<file path="src/rtl/instr_fetch_unit.sv">
// Instruction fetch initiator: walks fetch_pc through a combinational instruction memory,
// buffers {pc, instr} pairs in a small prefetch FIFO and hands them to decode.
module instr_fetch_unit #(
  parameter logic [31:0] RESET_PC   = 32'h0000_0000,
  parameter int unsigned FIFO_DEPTH = 2,
  parameter int unsigned MEM_BYTES  = 128
) (
  input  logic        clk,
  input  logic        rst_n,
  input  logic        fetch_en,
  output logic [31:0] imem_addr,
  input  logic [31:0] imem_instr,
  input  logic        redirect_valid,
  input  logic [31:0] redirect_pc,
  output logic        out_valid,
  input  logic        out_ready,
  output logic [31:0] out_instr,
  output logic [31:0] out_pc,
  output logic        fetch_fault
);

  localparam int unsigned PtrW = $clog2(FIFO_DEPTH);
  localparam int unsigned CntW = PtrW + 1;
  localparam logic [CntW-1:0] DepthCnt = CntW'(FIFO_DEPTH);
  localparam logic [32:0] MemLimit = 33'(MEM_BYTES);

  typedef enum logic [0:0] {StRun, StFault} state_e;

  state_e          state_q, state_d;
  logic [31:0]     fetch_pc_q, fetch_pc_d;
  logic [PtrW-1:0] rd_ptr_q, rd_ptr_d;
  logic [PtrW-1:0] wr_ptr_q, wr_ptr_d;
  logic [CntW-1:0] count_q, count_d;
  logic [31:0]     pc_q    [FIFO_DEPTH];
  logic [31:0]     instr_q [FIFO_DEPTH];

  logic        fifo_empty;
  logic        pop;
  logic        space;
  logic        fetch_req;
  logic        out_of_range;
  logic        push;
  logic [31:0] redirect_target;

  assign fifo_empty      = (count_q == '0);
  assign redirect_target = redirect_pc & 32'hFFFF_FFFC;

  always_comb begin
    // A pop coinciding with a redirect is dropped along with the rest of the FIFO.
    pop          = !fifo_empty && out_ready && !redirect_valid;
    space        = (count_q < DepthCnt) || pop;
    fetch_req    = fetch_en && !redirect_valid && (state_q == StRun) && space;
    out_of_range = ({1'b0, fetch_pc_q} >= MemLimit);
    push         = fetch_req && !out_of_range;
  end

  always_comb begin
    state_d    = state_q;
    fetch_pc_d = fetch_pc_q;
    rd_ptr_d   = rd_ptr_q;
    wr_ptr_d   = wr_ptr_q;
    count_d    = count_q;

    if (redirect_valid) begin
      state_d    = StRun;
      fetch_pc_d = redirect_target;
      rd_ptr_d   = '0;
      wr_ptr_d   = '0;
      count_d    = '0;
    end else begin
      if (fetch_req && out_of_range) begin
        state_d = StFault;
      end
      if (push) begin
        fetch_pc_d = fetch_pc_q + 32'd4;
        wr_ptr_d   = wr_ptr_q + PtrW'(1);
      end
      if (pop) begin
        rd_ptr_d = rd_ptr_q + PtrW'(1);
      end
      unique case ({push, pop})
        2'b10:   count_d = count_q + CntW'(1);
        2'b01:   count_d = count_q - CntW'(1);
        default: count_d = count_q;
      endcase
    end
  end

  always_ff @(posedge clk or negedge rst_n) begin
    if (!rst_n) begin
      state_q    <= StRun;
      fetch_pc_q <= RESET_PC;
      rd_ptr_q   <= '0;
      wr_ptr_q   <= '0;
      count_q    <= '0;
    end else begin
      state_q    <= state_d;
      fetch_pc_q <= fetch_pc_d;
      rd_ptr_q   <= rd_ptr_d;
      wr_ptr_q   <= wr_ptr_d;
      count_q    <= count_d;
    end
  end

  // Payload storage needs no reset: outputs are masked to zero while the FIFO is empty.
  always_ff @(posedge clk) begin
    if (push) begin
      pc_q[wr_ptr_q]    <= fetch_pc_q;
      instr_q[wr_ptr_q] <= imem_instr;
    end
  end

  assign imem_addr   = fetch_pc_q;
  assign out_valid   = !fifo_empty;
  assign out_pc      = fifo_empty ? 32'h0 : pc_q[rd_ptr_q];
  assign out_instr   = fifo_empty ? 32'h0 : instr_q[rd_ptr_q];
  assign fetch_fault = (state_q == StFault);

endmodule

</file>
<file path="config.mk">
export PLATFORM = sky130hd
export DESIGN_NAME = instr_fetch_unit
export DESIGN_NICKNAME = d
export VERILOG_FILES = /design/src/rtl/instr_fetch_unit.sv
export SDC_FILE = /design/constraint.sdc
export NUM_CORES = 1
export LEC_CHECK = 0
export BUFFER_PORTS_ARGS = -buffer_cell sky130_fd_sc_hd__buf_2
export CAP_MARGIN = 25
export CORE_UTILIZATION = 35
export CTS_CLUSTER_DIAMETER = 50
export DETAILED_ROUTE_END_ITERATION = 12
export MAX_ROUTING_LAYER = met4
export PLACE_DENSITY = 0.55
export SLEW_MARGIN = 30
export SYNTH_ARGS = -nofsm -noshare
export SYNTH_HDL_FRONTEND = slang
export SYNTH_SLANG_ARGS = --single-unit
</file>
<file path="constraint.sdc">
create_clock -name clk -period 8.5 [get_ports clk]
set_input_delay 0.425 -clock clk [delete_from_list [all_inputs] [get_ports clk]]
set_output_delay 0.425 -clock clk [all_outputs]
set_load 0.005 [all_outputs]
</file>
==> report_table.html <==
<table>
<tr><th>Metric</th><th>Value</th></tr>
<tr><th colspan="2">Logic synthesis</th></tr>
<tr><td>Synthesis warning total</td><td>0</td></tr>
<tr><td>Post-synthesis async set-or-reset flop share</td><td>22.0%</td></tr>
<tr><td>Top cells by area in the synthesized netlist</td><td>edfxtp_1 58%, dfrtp_1 14%, mux2i_1 9.6%</td></tr>
<tr><td>Synthesized netlist cell count</td><td>about 420</td></tr>
<tr><td>Part of the Yosys area used for sequential elements</td><td>71.1%</td></tr>
<tr><td>Area fraction of the dominant cell type after synthesis</td><td>about 58%</td></tr>
<tr><td>Number of library cell types mapped by synthesis</td><td>slightly above 40</td></tr>
<tr><td>Dominant synthesized flop cell</td><td>edfxtp_1</td></tr>
<tr><td>EDFF count, synth</td><td>124</td></tr>
<tr><td>Avg Cell Area, Syn</td><td>15.3 sq um</td></tr>
<tr><td>Number of storage elements in the synthesis netlist</td><td>159</td></tr>
<tr><td>Combined area of all synthesized cells</td><td>0.00647 sq mm</td></tr>
<tr><td>Library cell with the largest summed area after synthesis</td><td>edfxtp_1</td></tr>
<tr><th colspan="2">Setup path</th></tr>
<tr><td>Crit path launch</td><td>count_q[1]</td></tr>
<tr><td>Setup crit end</td><td>out_instr[5]</td></tr>
<tr><td>Type of destination of the critical path</td><td>output port</td></tr>
<tr><td>Slowest library cell on the worst path</td><td>nor2_4</td></tr>
<tr><td>CP Class</td><td>register to output port</td></tr>
<tr><td>Worst-path maximum fanout</td><td>39</td></tr>
<tr><td>Critical path depth in cells</td><td>4</td></tr>
<tr><td>Worst Reg-to-Reg Cells</td><td>5</td></tr>
<tr><td>Largest stage delay, worst path</td><td>~0.56 ns</td></tr>
<tr><td>Critical R2R Launch</td><td>imem_addr[8]</td></tr>
<tr><td>Worst r2r dst</td><td>instr_q[1][5]</td></tr>
<tr><td>Data arrival at the endpoint of the critical path</td><td>2.18 ns</td></tr>
<tr><td>Dominant delay contributor by cell family on the critical path</td><td>simple AND/OR/NAND/NOR gates</td></tr>
<tr><td>R2R setup slack</td><td>5.99 ns</td></tr>
<tr><td>Required arrival time at the worst endpoint</td><td>a little over 8 ns</td></tr>
<tr><td>Ordered list of cells on the worst path</td><td>nor2_4 -&gt; buf_4 -&gt; nor2_1 -&gt; buf_2</td></tr>
<tr><td>Count of buffering cells on the critical path with inverters included</td><td>2</td></tr>
<tr><td>Critical path launch point type</td><td>register</td></tr>
<tr><th colspan="2">Finish</th></tr>
<tr><td>Diode count</td><td>0</td></tr>
<tr><td>Final core area utilization</td><td>45.1%</td></tr>
<tr><td>Total number of nets in the final design</td><td>658</td></tr>
<tr><td>Proportion of layout cells with a drive suffix above 1</td><td>38.5%</td></tr>
<tr><td>Non-filler instance count after layout</td><td>829</td></tr>
<tr><td>Synth-to-Final Area Change</td><td>25.8%</td></tr>
<tr><th colspan="2">Clock network</th></tr>
<tr><td>Post-CTS Setup Bufs</td><td>0</td></tr>
<tr><td>Number of buffers inserted during clock tree synthesis</td><td>17</td></tr>
<tr><td>Number of H-tree levels</td><td>4</td></tr>
<tr><td>Clock tree from TritonCTS</td><td>done</td></tr>
<tr><td>Root buffer cell</td><td>clkbuf_16</td></tr>
<tr><td>Sinks on Clock Net</td><td>159</td></tr>
<tr><td>Maximum buffer depth of the clock tree</td><td>2</td></tr>
<tr><td>Clock slew at reported path FFs</td><td>0.06 ns</td></tr>
<tr><td>Post_cts resized</td><td>0</td></tr>
<tr><td>Insertion delay to the later sink of the worst-skew pair</td><td>0.41 ns</td></tr>
<tr><td>Hold buffer count at CTS</td><td>0</td></tr>
<tr><th colspan="2">Timing</th></tr>
<tr><td>Final critical-path required period</td><td>2.60 ns</td></tr>
<tr><td>Crit share post-route</td><td>30.6%</td></tr>
<tr><td>Slew margin rel.</td><td>39.5%</td></tr>
<tr><td>Number of failing setup endpoints in the final timing report</td><td>0</td></tr>
<tr><td>Maximum clock frequency</td><td>384 MHz</td></tr>
<tr><td>Worst Tran Pin Value</td><td>just over 0.9 ns</td></tr>
<tr><td>Number of hold violations in the final report</td><td>0</td></tr>
<tr><td>Setup repair after global routing missed its margin</td><td>no</td></tr>
<tr><td>Setup tns final</td><td>0 ns</td></tr>
<tr><td>Number of slew-limit violations in the final report</td><td>0</td></tr>
<tr><td>Worst hold margin</td><td>~0.13 ns</td></tr>
<tr><td>Worst-case clock skew</td><td>0.00838 ns</td></tr>
<tr><th colspan="2">Die</th></tr>
<tr><td>Number of standard-cell rows in the floorplan</td><td>49</td></tr>
<tr><td>Die Y</td><td>around 140 microns</td></tr>
<tr><td>Starting Density</td><td>35.9%</td></tr>
<tr><td>Die boundary width</td><td>138 microns</td></tr>
<tr><td>Standard cell core area</td><td>0.0180 sq mm</td></tr>
<tr><td>IO Count</td><td>~170</td></tr>
<tr><td>Total Die Area</td><td>0.0190 sq mm</td></tr>
<tr><th colspan="2">Global route</th></tr>
<tr><td>Via count of the first global-routing pass</td><td>3,968</td></tr>
<tr><td>Largest net degree at the start of global routing</td><td>43</td></tr>
<tr><td>GR Util All Layers</td><td>15.9%</td></tr>
<tr><td>Wire length of the first global-routing pass</td><td>21,400 microns</td></tr>
<tr><td>Total overflow reported by the global router</td><td>0</td></tr>
<tr><td>Antenna violations before repair</td><td>0</td></tr>
<tr><th colspan="2">Job</th></tr>
<tr><td>Max-cap violations</td><td>0</td></tr>
<tr><th colspan="2">Detailed routing</th></tr>
<tr><td>Top layer reached by signal wires</td><td>met4</td></tr>
<tr><td>First-iteration detailed-routing DRC count</td><td>280</td></tr>
<tr><td>Sum of routed wire length over all layers</td><td>about 14,000 microns</td></tr>
<tr><td>Total length of routed met3 wires</td><td>894 microns</td></tr>
<tr><td>Vias/cell</td><td>roughly 4.8</td></tr>
<tr><td>Total via count after detailed routing</td><td>4,019</td></tr>
<tr><td>M1 wire length</td><td>roughly 6300 microns</td></tr>
<tr><td>Detailed Routing Iterations Pass 1</td><td>4</td></tr>
<tr><td>Antenna Violating Nets Remaining</td><td>0</td></tr>
<tr><td>Met2 Wirelength</td><td>slightly below 7000 microns</td></tr>
<tr><td>Post-route DRC</td><td>0</td></tr>
<tr><td>Routed WL per cell</td><td>roughly 17 microns</td></tr>
<tr><th colspan="2">Power</th></tr>
<tr><td>Pwr Total</td><td>0.00173 W</td></tr>
<tr><td>Cell leakage power</td><td>3.07 nW</td></tr>
<tr><td>Power density over cell area</td><td>213 mW/mm^2</td></tr>
<tr><td>Max IR drop VDD</td><td>140 uV</td></tr>
<tr><th colspan="2">Hold path</th></tr>
<tr><td>Worst hold path type</td><td>input pin to asynchronous set/reset pin</td></tr>
<tr><th colspan="2">Placed design</th></tr>
<tr><td>Number of port buffers</td><td>160</td></tr>
<tr><td>DPL Wire Length</td><td>9380 microns</td></tr>
<tr><td>Number of placed instances, taps included</td><td>797</td></tr>
<tr><td>Gpl congestion</td><td>0.763</td></tr>
<tr><th colspan="2">Status</th></tr>
<tr><td>Status</td><td>completed</td></tr>
</table>
placed cells by master (no fill, tap or decap), types with 7 or more instances in the layout:
cell       Yosys  routed
mux2_2        23      23
inv_1          7       7
buf_2          6     160
clkbuf_16      0      17
nand3_1        9       9
dfrtp_1       35      34
nand4_1        9       9
mux2i_1       62      62
nor2_1        70      69
edfxtp_1     124     124
worst min-delay path by stage:
stage | startpoint | end | cells after the start
3_5_place_dp | imem_addr[13] | pc_q[1][13] | 0
3_3_place_gp | imem_addr[13] | pc_q[0][13] | 0
4_1_cts | rst_n | imem_addr[15] | 1
5_1_grt | rst_n | imem_addr[3] | 1
2_1_floorplan | rst_n | count_q[0] | 0
6_report | rst_n | imem_addr[13] | 1
synth_stat cells (5+ instances only):
library cell / number
edfxtp_1: 124
mux2i_1: 62
mux2_2: 23
clkbuf_1: 11
a21oi_1: 5
nand4_1: 9
buf_2: 6
nand3_1: 9
nor2_1: 70
dfrtp_1: 35
inv_1: 7
worst reg2reg max path, cell delays in order, from the launching register on:
cell	delay, ns
dfrtp_1	0.43
or4_1	0.64
nor2_2	0.20
nand4_1	0.19
nor3b_2	0.24
buf_4	0.44
sequential cells by signal (all words and copies together), names as in the netlist:
register,count
count_q,2
fetch_fault,1
imem_addr,30
instr_q,64
pc_q,60
rd_ptr_q,1
wr_ptr_q,1
cell families (layout without fill, tap and decap cells):
| group | after synthesis | after routing | share of synthesized area, % |
|---|---|---|---|
| AO/OA/AOI/OAI | 21 | 21 | 2.09 |
| XOR/XNOR | 2 | 2 | 0.271 |
| adder cells (fa/ha/maj) | 2 | 2 | 0.387 |
| buffers and inverters | 30 | 205 | 2.09 |
| flip-flops | 159 | 159 | 71.1 |
| multiplexers | 85 | 85 | 13.6 |
| other | 1 | 4 | 0.0580 |
| AND/OR/NAND/NOR | 122 | 122 | 10.4 |
per-layer routing:
layer,vias up,GRT usage [%]
met1,1956,19.6
met5,-,-
met2,142,25.0
met3,7,4.75
met4,0,4.89
li1,1914,-
area by class of cell:
cell class | instances | area, sq um
multi-input combinational | 236 | 1760
clock buffer | 22 | 454
inverter | 7 | 26.3
tap | 229 | 287
fill | 1673 | 9890
sequential | 159 | 4600
clock inverter | 10 | 138
timing repair buffer | 166 | 866
per-stage QoR:
stage | cell area, sq um | setup slack, ns
floorplan | 6480 | 2.05
global placement | 7520 | 6.00
detailed placement | 7550 | 5.99
CTS | 8140 | 5.81
global route | 8140 | 5.69
finish | 8140 | 5.90
power by group:
part | switching, W | total (W) | internal, W | leakage, nW
registers | 0.0000326 | 0.000891 | 0.000859 | 1.53
clock network | 0.000296 | 0.000765 | 0.000469 | 0.274
logic | 0.0000352 | 0.0000746 | 0.0000393 | 1.27
total | 0.000364 | 0.00173 | 0.00137 | 3.07
Power figures use the tool's default switching activity.
